`config.mk`:
```
export PLATFORM = sky130hd
export DESIGN_NAME = instr_decode_queue
export DESIGN_NICKNAME = d
export VERILOG_FILES = /design/src/rtl/decode_pkg.sv /design/src/rtl/instr_field_decode.sv /design/src/rtl/instr_decode_queue.sv
export SDC_FILE = /design/constraint.sdc
export NUM_CORES = 1
export LEC_CHECK = 0
export ABC_AREA = 1
export ABC_CLOCK_PERIOD_IN_PS = 1600
export CORE_AREA = 5 5 183 185
export CTS_BUF_LIST = sky130_fd_sc_hd__clkbuf_4 sky130_fd_sc_hd__clkbuf_8 sky130_fd_sc_hd__clkbuf_16
export DETAILED_ROUTE_END_ITERATION = 16
export DIE_AREA = 0 0 188 190
export DONT_BUFFER_PORTS = 1
export GPL_TIMING_DRIVEN = 0
export PLACE_DENSITY = 0.57
export SYNTH_ARGS = -nofsm -noshare
export SYNTH_HDL_FRONTEND = slang
export SYNTH_HIERARCHICAL = 1
export SYNTH_SLANG_ARGS = --single-unit
```
`constraint.sdc`:
```
create_clock -name clock -period 1.6 [get_ports clock]
set_input_delay 0.32 -clock clock [delete_from_list [all_inputs] [get_ports clock]]
set_output_delay 0.32 -clock clock [all_outputs]
set_load 0.02 [all_outputs]
```
`src/rtl/decode_pkg.sv`:
```
// Shared decode definitions: opcodes, one-hot class indices, instruction field
// positions and the decoded record stored in the instruction queue.
package decode_pkg;

  localparam int NUM_CLASS = 11;
  // Wide enough for any supported DATA_W / PC_W; the queue truncates on read.
  localparam int DEC_MAX_W = 64;

  localparam logic [4:0] OP_ALU  = 5'b00000;
  localparam logic [4:0] OP_J    = 5'b00001;
  localparam logic [4:0] OP_BNE  = 5'b00010;
  localparam logic [4:0] OP_JAL  = 5'b00011;
  localparam logic [4:0] OP_JR   = 5'b00100;
  localparam logic [4:0] OP_ADDI = 5'b00101;
  localparam logic [4:0] OP_BLT  = 5'b00110;
  localparam logic [4:0] OP_SW   = 5'b00111;
  localparam logic [4:0] OP_LW   = 5'b01000;
  localparam logic [4:0] OP_SETX = 5'b10101;
  localparam logic [4:0] OP_BEX  = 5'b10110;

  localparam int CLS_ALU  = 0;
  localparam int CLS_ADDI = 1;
  localparam int CLS_J    = 2;
  localparam int CLS_BNE  = 3;
  localparam int CLS_JAL  = 4;
  localparam int CLS_JR   = 5;
  localparam int CLS_BLT  = 6;
  localparam int CLS_SW   = 7;
  localparam int CLS_LW   = 8;
  localparam int CLS_BEX  = 9;
  localparam int CLS_SETX = 10;

  localparam int OPC_HI   = 31;
  localparam int OPC_LO   = 27;
  localparam int RD_HI    = 26;
  localparam int RD_LO    = 22;
  localparam int RS_HI    = 21;
  localparam int RS_LO    = 17;
  localparam int RT_HI    = 16;
  localparam int RT_LO    = 12;
  localparam int SHAMT_HI = 11;
  localparam int SHAMT_LO = 7;
  localparam int ALUOP_HI = 6;
  localparam int ALUOP_LO = 2;
  localparam int IMM_HI   = 16;
  localparam int TGT_HI   = 26;

  localparam logic [4:0] REG_STATUS = 5'd30;
  localparam logic [4:0] REG_LINK   = 5'd31;

  typedef struct packed {
    logic [NUM_CLASS-1:0] cls;
    logic                 illegal;
    logic                 wr_en;
    logic [4:0]           wr_addr;
    logic [4:0]           rs1;
    logic [4:0]           rs2;
    logic [4:0]           aluop;
    logic [4:0]           shamt;
    logic [DEC_MAX_W-1:0] imm;
    logic [DEC_MAX_W-1:0] target;
    logic [DEC_MAX_W-1:0] pc;
  } decoded_t;

endpackage

```
`src/rtl/instr_field_decode.sv`:
```
// Combinational instruction decoder: one instruction word plus PC in, one
// fully decoded record out.
module instr_field_decode
  import decode_pkg::*;
#(
  parameter int INSTR_W = 32,
  parameter int PC_W    = 32
) (
  input  logic [INSTR_W-1:0] instr_i,
  input  logic [PC_W-1:0]    pc_i,
  output decoded_t           dec_o
);

  logic [4:0] opc, rd, rs, rt;

  assign opc = instr_i[OPC_HI:OPC_LO];
  assign rd  = instr_i[RD_HI:RD_LO];
  assign rs  = instr_i[RS_HI:RS_LO];
  assign rt  = instr_i[RT_HI:RT_LO];

  always_comb begin
    dec_o        = '0;
    dec_o.aluop  = instr_i[ALUOP_HI:ALUOP_LO];
    dec_o.shamt  = instr_i[SHAMT_HI:SHAMT_LO];
    dec_o.imm    = {{(DEC_MAX_W-IMM_HI-1){instr_i[IMM_HI]}}, instr_i[IMM_HI:0]};
    dec_o.target = {{(DEC_MAX_W-TGT_HI-1){1'b0}}, instr_i[TGT_HI:0]};
    dec_o.pc     = DEC_MAX_W'(pc_i);
    case (opc)
      OP_ALU: begin
        dec_o.cls[CLS_ALU] = 1'b1;
        dec_o.rs1          = rs;
        dec_o.rs2          = rt;
        dec_o.wr_en        = (rd != 5'd0);
        dec_o.wr_addr      = rd;
      end
      OP_ADDI: begin
        dec_o.cls[CLS_ADDI] = 1'b1;
        dec_o.rs1           = rs;
        dec_o.wr_en         = (rd != 5'd0);
        dec_o.wr_addr       = rd;
      end
      OP_LW: begin
        dec_o.cls[CLS_LW] = 1'b1;
        dec_o.rs1         = rs;
        dec_o.wr_en       = (rd != 5'd0);
        dec_o.wr_addr     = rd;
      end
      OP_SW: begin
        dec_o.cls[CLS_SW] = 1'b1;
        dec_o.rs1         = rs;
        dec_o.rs2         = rd;
      end
      OP_BNE: begin
        dec_o.cls[CLS_BNE] = 1'b1;
        dec_o.rs1          = rd;
        dec_o.rs2          = rs;
      end
      OP_BLT: begin
        dec_o.cls[CLS_BLT] = 1'b1;
        dec_o.rs1          = rd;
        dec_o.rs2          = rs;
      end
      OP_JR: begin
        dec_o.cls[CLS_JR] = 1'b1;
        dec_o.rs1         = rd;
      end
      OP_J:   dec_o.cls[CLS_J] = 1'b1;
      OP_JAL: begin
        dec_o.cls[CLS_JAL] = 1'b1;
        dec_o.wr_en        = 1'b1;
        dec_o.wr_addr      = REG_LINK;
      end
      OP_SETX: begin
        dec_o.cls[CLS_SETX] = 1'b1;
        dec_o.wr_en         = 1'b1;
        dec_o.wr_addr       = REG_STATUS;
      end
      OP_BEX: begin
        dec_o.cls[CLS_BEX] = 1'b1;
        dec_o.rs1          = REG_STATUS;
      end
      default: dec_o.illegal = 1'b1;
    endcase
  end

endmodule

```
`src/rtl/instr_decode_queue.sv`:
```
// Decode-then-buffer queue between fetch and execute. Optional pop statistics
// counters are built when DECODE_STATS_EN is defined.
module instr_decode_queue
  import decode_pkg::*;
#(
  parameter int INSTR_W = 32,
  parameter int DATA_W  = 32,
  parameter int PC_W    = 32,
  parameter int DEPTH   = 2
) (
  input  logic                       clock,
  input  logic                       reset_n,
  input  logic                       flush,
  input  logic                       in_valid,
  output logic                       in_ready,
  input  logic [INSTR_W-1:0]         in_instr,
  input  logic [PC_W-1:0]            in_pc,
  output logic                       out_valid,
  input  logic                       out_ready,
  output logic [PC_W-1:0]            out_pc,
  output logic [NUM_CLASS-1:0]       out_class,
  output logic                       out_illegal,
  output logic                       out_wr_en,
  output logic [4:0]                 out_wr_addr,
  output logic [4:0]                 out_rs1_addr,
  output logic [4:0]                 out_rs2_addr,
  output logic [4:0]                 out_aluop,
  output logic [4:0]                 out_shamt,
  output logic [DATA_W-1:0]          out_imm,
  output logic [DATA_W-1:0]          out_target,
`ifdef DECODE_STATS_EN
  output logic [31:0]                stat_issued,
  output logic [31:0]                stat_illegal,
`endif
  output logic [$clog2(DEPTH):0]     occupancy
);

  localparam int AW = $clog2(DEPTH);
  localparam logic [AW:0] FULL_CNT = (AW+1)'(DEPTH);

  decoded_t          dec, head;
  decoded_t          mem_q [DEPTH];
  logic [AW-1:0]     wr_ptr_q, wr_ptr_d, rd_ptr_q, rd_ptr_d;
  logic [AW:0]       occ_q, occ_d;
  logic              push, pop;

  instr_field_decode #(.INSTR_W(INSTR_W), .PC_W(PC_W)) u_dec (
    .instr_i (in_instr),
    .pc_i    (in_pc),
    .dec_o   (dec)
  );

  assign in_ready  = (occ_q < FULL_CNT) & ~flush;
  assign out_valid = (occ_q != '0);
  assign occupancy = occ_q;
  assign push      = in_valid & in_ready;
  // Flush swallows a same-cycle pop as well as a push.
  assign pop       = out_valid & out_ready & ~flush;

  always_comb begin
    wr_ptr_d = wr_ptr_q;
    rd_ptr_d = rd_ptr_q;
    occ_d    = occ_q;
    if (flush) begin
      wr_ptr_d = '0;
      rd_ptr_d = '0;
      occ_d    = '0;
    end else begin
      if (push) wr_ptr_d = wr_ptr_q + AW'(1);
      if (pop)  rd_ptr_d = rd_ptr_q + AW'(1);
      if (push && !pop)      occ_d = occ_q + (AW+1)'(1);
      else if (pop && !push) occ_d = occ_q - (AW+1)'(1);
    end
  end

  always_ff @(posedge clock or negedge reset_n) begin
    if (!reset_n) begin
      wr_ptr_q <= '0;
      rd_ptr_q <= '0;
      occ_q    <= '0;
      for (int i = 0; i < DEPTH; i++) mem_q[i] <= '0;
    end else begin
      wr_ptr_q <= wr_ptr_d;
      rd_ptr_q <= rd_ptr_d;
      occ_q    <= occ_d;
      if (push) mem_q[wr_ptr_q] <= dec;
    end
  end

  assign head         = mem_q[rd_ptr_q];
  assign out_pc       = PC_W'(head.pc);
  assign out_class    = head.cls;
  assign out_illegal  = head.illegal;
  assign out_wr_en    = head.wr_en;
  assign out_wr_addr  = head.wr_addr;
  assign out_rs1_addr = head.rs1;
  assign out_rs2_addr = head.rs2;
  assign out_aluop    = head.aluop;
  assign out_shamt    = head.shamt;
  assign out_imm      = DATA_W'(head.imm);
  assign out_target   = DATA_W'(head.target);

`ifdef DECODE_STATS_EN
  logic [31:0] issued_q, illegal_q;

  // Survives flush; only reset clears the counters.
  always_ff @(posedge clock or negedge reset_n) begin
    if (!reset_n) begin
      issued_q  <= '0;
      illegal_q <= '0;
    end else if (pop) begin
      issued_q <= issued_q + 32'd1;
      if (head.illegal) illegal_q <= illegal_q + 32'd1;
    end
  end

  assign stat_issued  = issued_q;
  assign stat_illegal = illegal_q;
`endif

endmodule

```
==> results by group, run 1 <==
Timing
  – Fin crit period: 2136 ps
  – Final worst-path cycle share: 1.335
  – Worst-case hold slack: -547.8 ps
  – RSZ-0062 raised after global routing: true
  – Worst Max-Slew Pin Slew: 874.3 ps
  – Final Hold Fails: 272
  – Worst Skew: 30.77 ps
  – Setup TNS: -105270 ps
  – Setup WS post-layout: -535.8 ps
  – Max-slew headroom: 0.4152
  – Final Setup Violations: 399
  – Max-slew violation count: 0
  – FMAX: 0.4682 GHz

Critical path
  – Endpoint class of the critical path: output port
  – Arrival @ worst endpoint: 1820 ps
  – Maximum fanout along the worst path: 7
  – Req. time, crit path: 1280 ps
  – Startpoint types: flip-flop
  – Critical path class: reg2out

Drt
  – Vias: 11717
  – Number of remaining DRC errors: 0
  – Initial DRC count: 805
  – ANT nets after route: 0
  – WL final: 46.52 mm
  – Vias/cell: 5.185
  – DR WL/cell: 20.59 um
  – Total iterations of the first detailed-routing run: 4

Yosys
  – Synth Warn #: 6
  – Synth Instances: 1685
  – Syn_area_per_cell: 7.919 sq um
  – Post-Syn Area: 13340 sq um

CTS
  – TritonCTS clock tree: yes
  – Worst skew pair latency: 580 ps
  – Clk buf depth: 3
  – H-tree levels: 1
  – Clock transition at path regs: 60 ps
  – # clock sinks: 272
  – Clk root buf: clkbuf_16
  – Number of CTS-inserted buffers: 31
  – CTS Hold Buffers Added: 61

Floorplan
  – CORE AREA: 31880 sq um
  – Top Ports: 207
  – Die Span Y: 190 um
  – Die X-Extent: 188 um
  – Site Rows: 66
  – Initial core utilization: 0.4186
  – Die ar.: 35720 sq um

Finish
  – Layout cells sized above 1: 0.3371
  – Storage element area: 6809 sq um
  – Nets@finish: 1897
  – Final Util: 0.5980
  – Layout area overhead: 42.85%
  – Fill count: 2774
  – Multi-input logic area: 6771 sq um

Power and ir drop
  – P_leak: 9.139 nW
  – Worst IR drop on VDD: 917.2 uV
  – Seq pwr share: 0.357
  – Clock share of power: 0.237
  – Comb power frac: 0.406
  – Switch Pwr: 12.10 mW
  – Sw Ratio: 0.4039
  – Pwr per Cell Area: 1572 nW/um^2
  – Cell-internal power: 17.86 mW

Status
  – Status: complete, but fails checks
  – Failing checks: hold timing, setup timing

GRT
  – Tot GR Track Use: 0.2377
  – Initial antenna violation count: 1
  – First-pass GRT wire length: 66.77 mm
  – Largest net degree at the start of global routing: 273
  – Gr ovfl total: 0
  – Vias in the first global route: 11175

Worst hold path
  – Hold Crit Class: in2async

Placement
  – Port Buffers: 0
  – Hpwl dp: 29.44 mm
  – Routability cong.: 0.8538

Job
  – Max Cap Violations: 0
[area by class of cell]
class,instances,area share
buffer,205,0.1017
multi-input combinational,1054,0.3553
sequential,272,0.3572
inverter,155,0.03066
timing repair buffer,109,0.07464
clock buffer,47,0.04963
tap,408,0.02678
clock inverter,9,0.004004
antenna,1,0.0001313
[repair_timing]
action                                  in CTS  in global routing
endpoints found under the setup margin     408                406
pin swaps                                   12                 42
endpoints found under the hold margin      482                272
buffers inserted                             0                 28
gates resized for setup                    312                506
gates cloned                                 0                 20
[flip-flops by register name, summed over array words and instances (netlist names)]
register and cells:
rd_ptr_q 1, occupancy 2, mem_q 268, wr_ptr_q 1
[metal layers]
layer / up-vias / track usage / share of wire
met5: - / 0 / 0.00028
met4: 2 / 0.06973 / 0.026
met3: 71 / 0.06000 / 0.068
met2: 334 / 0.3774 / 0.47
met1: 5804 / 0.3243 / 0.43
li1: 5506 / - / -
[power by group through the flow]
stage	Clock [mW]	Sequential, mW	Combinational [mW]
3_3_place_gp	0	10.4	8.02
6_report	7.11	10.7	12.2
3_5_place_dp	0	10.5	8.16
5_1_grt	7.57	11.0	13.0
4_1_cts	7.24	10.4	10.0
2_1_floorplan	0	10.2	6.19
[path summary, 6_finish.rpt]
check | slack [ps] | from | to | cells past startpoint
max | -540 | rd_ptr_q$_DFFE_PN0P_ | out_aluop[4] | 5
min | -550 | reset_n | mem_q[69]$_DFFE_PN0P_ | 0
max reg2reg | -270 | occupancy[1]$_DFFE_PN0P_ | mem_q[4]$_DFFE_PN0P_ | 10
min reg2reg | 480 | mem_q[18]$_DFFE_PN0P_ | mem_q[18]$_DFFE_PN0P_ | 2
max in group asynchronous | 1530 | reset_n | mem_q[432]$_DFFE_PN0P_ | 0
min in group clock | 20 | in_instr[18] | mem_q[208]$_DFFE_PN0P_ | 4
[placed cells by master, fill, tap and decap left out, types with 8 or more instances in the layout]
cell	n
buf_12	31
buf_2	8
buf_4	130
buf_6	23
buf_8	16
clkbuf_1	14
clkbuf_16	50
clkbuf_4	15
clkbuf_8	9
dfrtp_1	270
dlygate4sd3_1	61
inv_1	151
nand2_1	435
nand2_2	114
nand2_4	50
nand3_1	13
nor2_1	9
o21ai_0	219
o21ai_1	41
o21ai_2	16
o21ai_4	129
[worst max-delay path, stage by stage, from the launching register on]
cell	delay [ps]
dfrtp_2	510
buf_12	190
clkbuf_16	190
clkbuf_16	170
nand2_4	50
o21ai_4	120
[through the flow]
step | setup slack (ps) | instance area [sq um] | total power, mW | instances
after floorplan | -69.26 | 13570 | 16.38 | 1689
final | -535.8 | 19060 | 29.96 | 2260
after global placement | -972.4 | 14080 | 18.38 | 2097
after detailed placement | -1005 | 14080 | 18.61 | 2097
after global routing | -557.2 | 19060 | 31.52 | 2259
after CTS | -617.2 | 16780 | 27.66 | 2213
Note: power is estimated with default switching activity, not from simulation.
==> run 2: changes to the inputs <==
- PLACE_DENSITY: 0.57 -> 0.67
==> run 2 against run 1 <==
Net effect:
- sequential cell count unchanged
- die area did not move
- register-to-register slack worse by 30 ps
- core utilization decreased by 1.2 points
- critical path type unchanged
- first-iteration DRC count grew 21%
- highest routed layer unchanged
- the run still ends with hold timing, setup timing left
- via count is 1.5% higher
- final cell count down 0.27%
- power shrank 1.0%
- sequential share of layout area increased by 0.72 points
- design area is 2.0% lower
==> results by group, run 2 (same netlist as run 1, synthesis figures left out) <==
Status
  – Status: complete, but fails checks
  – Failing checks: hold timing, setup timing

GRT
  – Vias in the first global route: 11398
  – Initial antenna violation count: 5
  – First-pass GRT wire length: 67.21 mm
  – Largest net degree at the start of global routing: 273
  – Tot GR Track Use: 0.2379
  – Gr ovfl total: 0

CTS
  – # clock sinks: 272
  – Clk root buf: clkbuf_16
  – TritonCTS clock tree: yes
  – CTS Hold Buffers Added: 60
  – Worst skew pair latency: 560 ps
  – Clock transition at path regs: 60 ps
  – H-tree levels: 1
  – Number of CTS-inserted buffers: 30
  – Clk buf depth: 3

Drt
  – Number of remaining DRC errors: 0
  – Vias: 11893
  – WL final: 46.58 mm
  – Total iterations of the first detailed-routing run: 5
  – Vias/cell: 5.276
  – DR WL/cell: 20.66 um
  – ANT nets after route: 0
  – Initial DRC count: 976

Floorplan
  – Die ar.: 35720 sq um
  – Die Span Y: 190 um
  – Die X-Extent: 188 um
  – Initial core utilization: 0.4186
  – Top Ports: 207
  – Site Rows: 66
  – CORE AREA: 31880 sq um

Power and ir drop
  – Sw Ratio: 0.4046
  – Clock share of power: 0.238
  – Switch Pwr: 12.00 mW
  – Pwr per Cell Area: 1587 nW/um^2
  – Worst IR drop on VDD: 957.3 uV
  – Seq pwr share: 0.360
  – Comb power frac: 0.402
  – P_leak: 8.831 nW
  – Cell-internal power: 17.65 mW

Timing
  – Setup WS post-layout: -526.8 ps
  – Final Setup Violations: 404
  – FMAX: 0.4702 GHz
  – Max-slew violation count: 0
  – Setup TNS: -113860 ps
  – Final worst-path cycle share: 1.329
  – Worst-case hold slack: -527.7 ps
  – Fin crit period: 2127 ps
  – Worst Skew: 13.58 ps
  – RSZ-0062 raised after global routing: true
  – Final Hold Fails: 272
  – Worst Max-Slew Pin Slew: 822.4 ps
  – Max-slew headroom: 0.4500

Finish
  – Commonest non-fill, non-tap cell in the layout: nand2_1
  – Largest reg by FF count: mem_q
  – Layout area overhead: 40.02%
  – Layout cells sized above 1: 0.3248
  – Fill count: 2644
  – Most frequent cells in the layout: nand2_1, dfrtp_1, o21ai_0, inv_1, buf_4
  – Nets@finish: 1887
  – Final Non-Filler Cells: 2254
  – Max reg flops: 268
  – Storage element area: 6809 sq um
  – Fin area: 18680 sq um
  – Multi-input logic area: 6579 sq um

Critical path
  – Maximum fanout along the worst path: 10
  – Endpoint class of the critical path: output port
  – Startpoint types: flip-flop
  – Worst path bufs/invs: 2
  – Req. time, crit path: 1280 ps
  – Crit path cell chain: clkbuf_4, buf_6, o21ai_4
  – Arrival @ worst endpoint: 1810 ps
  – Critical path's largest stage delay: 500 ps
  – Critical Path Slowest Stage Cell: dfrtp_2
  – Critical path class: reg2out
  – Top Family by Delay on Critical Path: flip-flops

Job
  – Max Cap Violations: 0

Placement
  – Inst Count DP: 2097
  – Placed inst area: 14080 sq um
  – Port Buffers: 0
  – Routability cong.: 0.8760
  – Hpwl dp: 29.43 mm
  – Worst slack, placed: -857.0 ps

Worst hold path
  – Hold Crit Class: in2async
-- run 2: cell types whose count changed in the layout (fill, tap and decap cells not counted), moves of 5 or more --
| cell | before | now |
|---|---|---|
| o21ai_4 | 129 | 116 |
| o21ai_2 | 16 | 42 |
| nand2_1 | 435 | 464 |
| nand2_2 | 114 | 101 |
| nand2_4 | 50 | 33 |
| o21ai_0 | 219 | 209 |
| buf_8 | 16 | 11 |
| buf_2 | 8 | 14 |
-- run 2: layer usage --
metal / part of all wire / vias to the layer above / GRT usage / wire [um]
met4: 0.031 / 2 / 0.07340 / 1424
met5: 0.00028 / - / 0 / 13
li1: - / 5464 / - / -
met3: 0.078 / 87 / 0.05963 / 3653
met2: 0.48 / 432 / 0.3871 / 22540
met1: 0.41 / 5908 / 0.3154 / 18950
-- run 2: cell type report --
class,instances,share of cell area
sequential,272,0.3645
multi-input combinational,1054,0.3521
buffer,207,0.1036
timing repair buffer,98,0.06623
clock buffer,47,0.05063
inverter,155,0.03128
tap,408,0.02732
clock inverter,8,0.003683
antenna,5,0.0006697
-- run 2: final timing paths --
kind | startpoint | to | slack (ps) | depth (start not counted)
worst max-delay path | rd_ptr_q$_DFFE_PN0P_ | out_target[19] | -530 | 3
worst min-delay path | reset_n | mem_q[260]$_DFFE_PN0P_ | -530 | 0
worst max register to register | occupancy[1]$_DFFE_PN0P_ | mem_q[425]$_DFFE_PN0P_ | -300 | 7
worst min register to register | mem_q[17]$_DFFE_PN0P_ | mem_q[17]$_DFFE_PN0P_ | 480 | 2
max in group asynchronous | reset_n | mem_q[294]$_DFFE_PN0P_ | 1690 | 0
min in group clock | in_instr[17] | mem_q[207]$_DFFE_PN0P_ | 20 | 4
-- run 2: stage by stage --
stage	power (mW)	util	hold slack, ps
2_1_floorplan	16.38	-	24.41
3_3_place_gp	18.37	0.4417	36.79
3_5_place_dp	18.66	0.4417	38.02
4_1_cts	27.70	0.5270	-555.6
5_1_grt	31.12	0.5860	-552.5
6_report	29.65	0.5861	-527.7
-- run 2: power by group through the flow --
stage / Clock [mW] / Sequential [mW] / Combinational (mW)
global route: 7.44 / 10.9 / 12.7
detailed placement: 0 / 10.5 / 8.18
floorplan: 0 / 10.2 / 6.19
finish: 7.06 / 10.7 / 11.9
CTS: 7.16 / 10.4 / 10.2
global placement: 0 / 10.4 / 8.00
-- run 2: repair_timing --
item                                    in CTS  in global routing
endpoints found under the setup margin     408                407
resized for setup                          319                456
buffers inserted                             0                 21
pin swaps                                   24                 50
cloned                                       0                 17
endpoints found under the hold margin      481                272
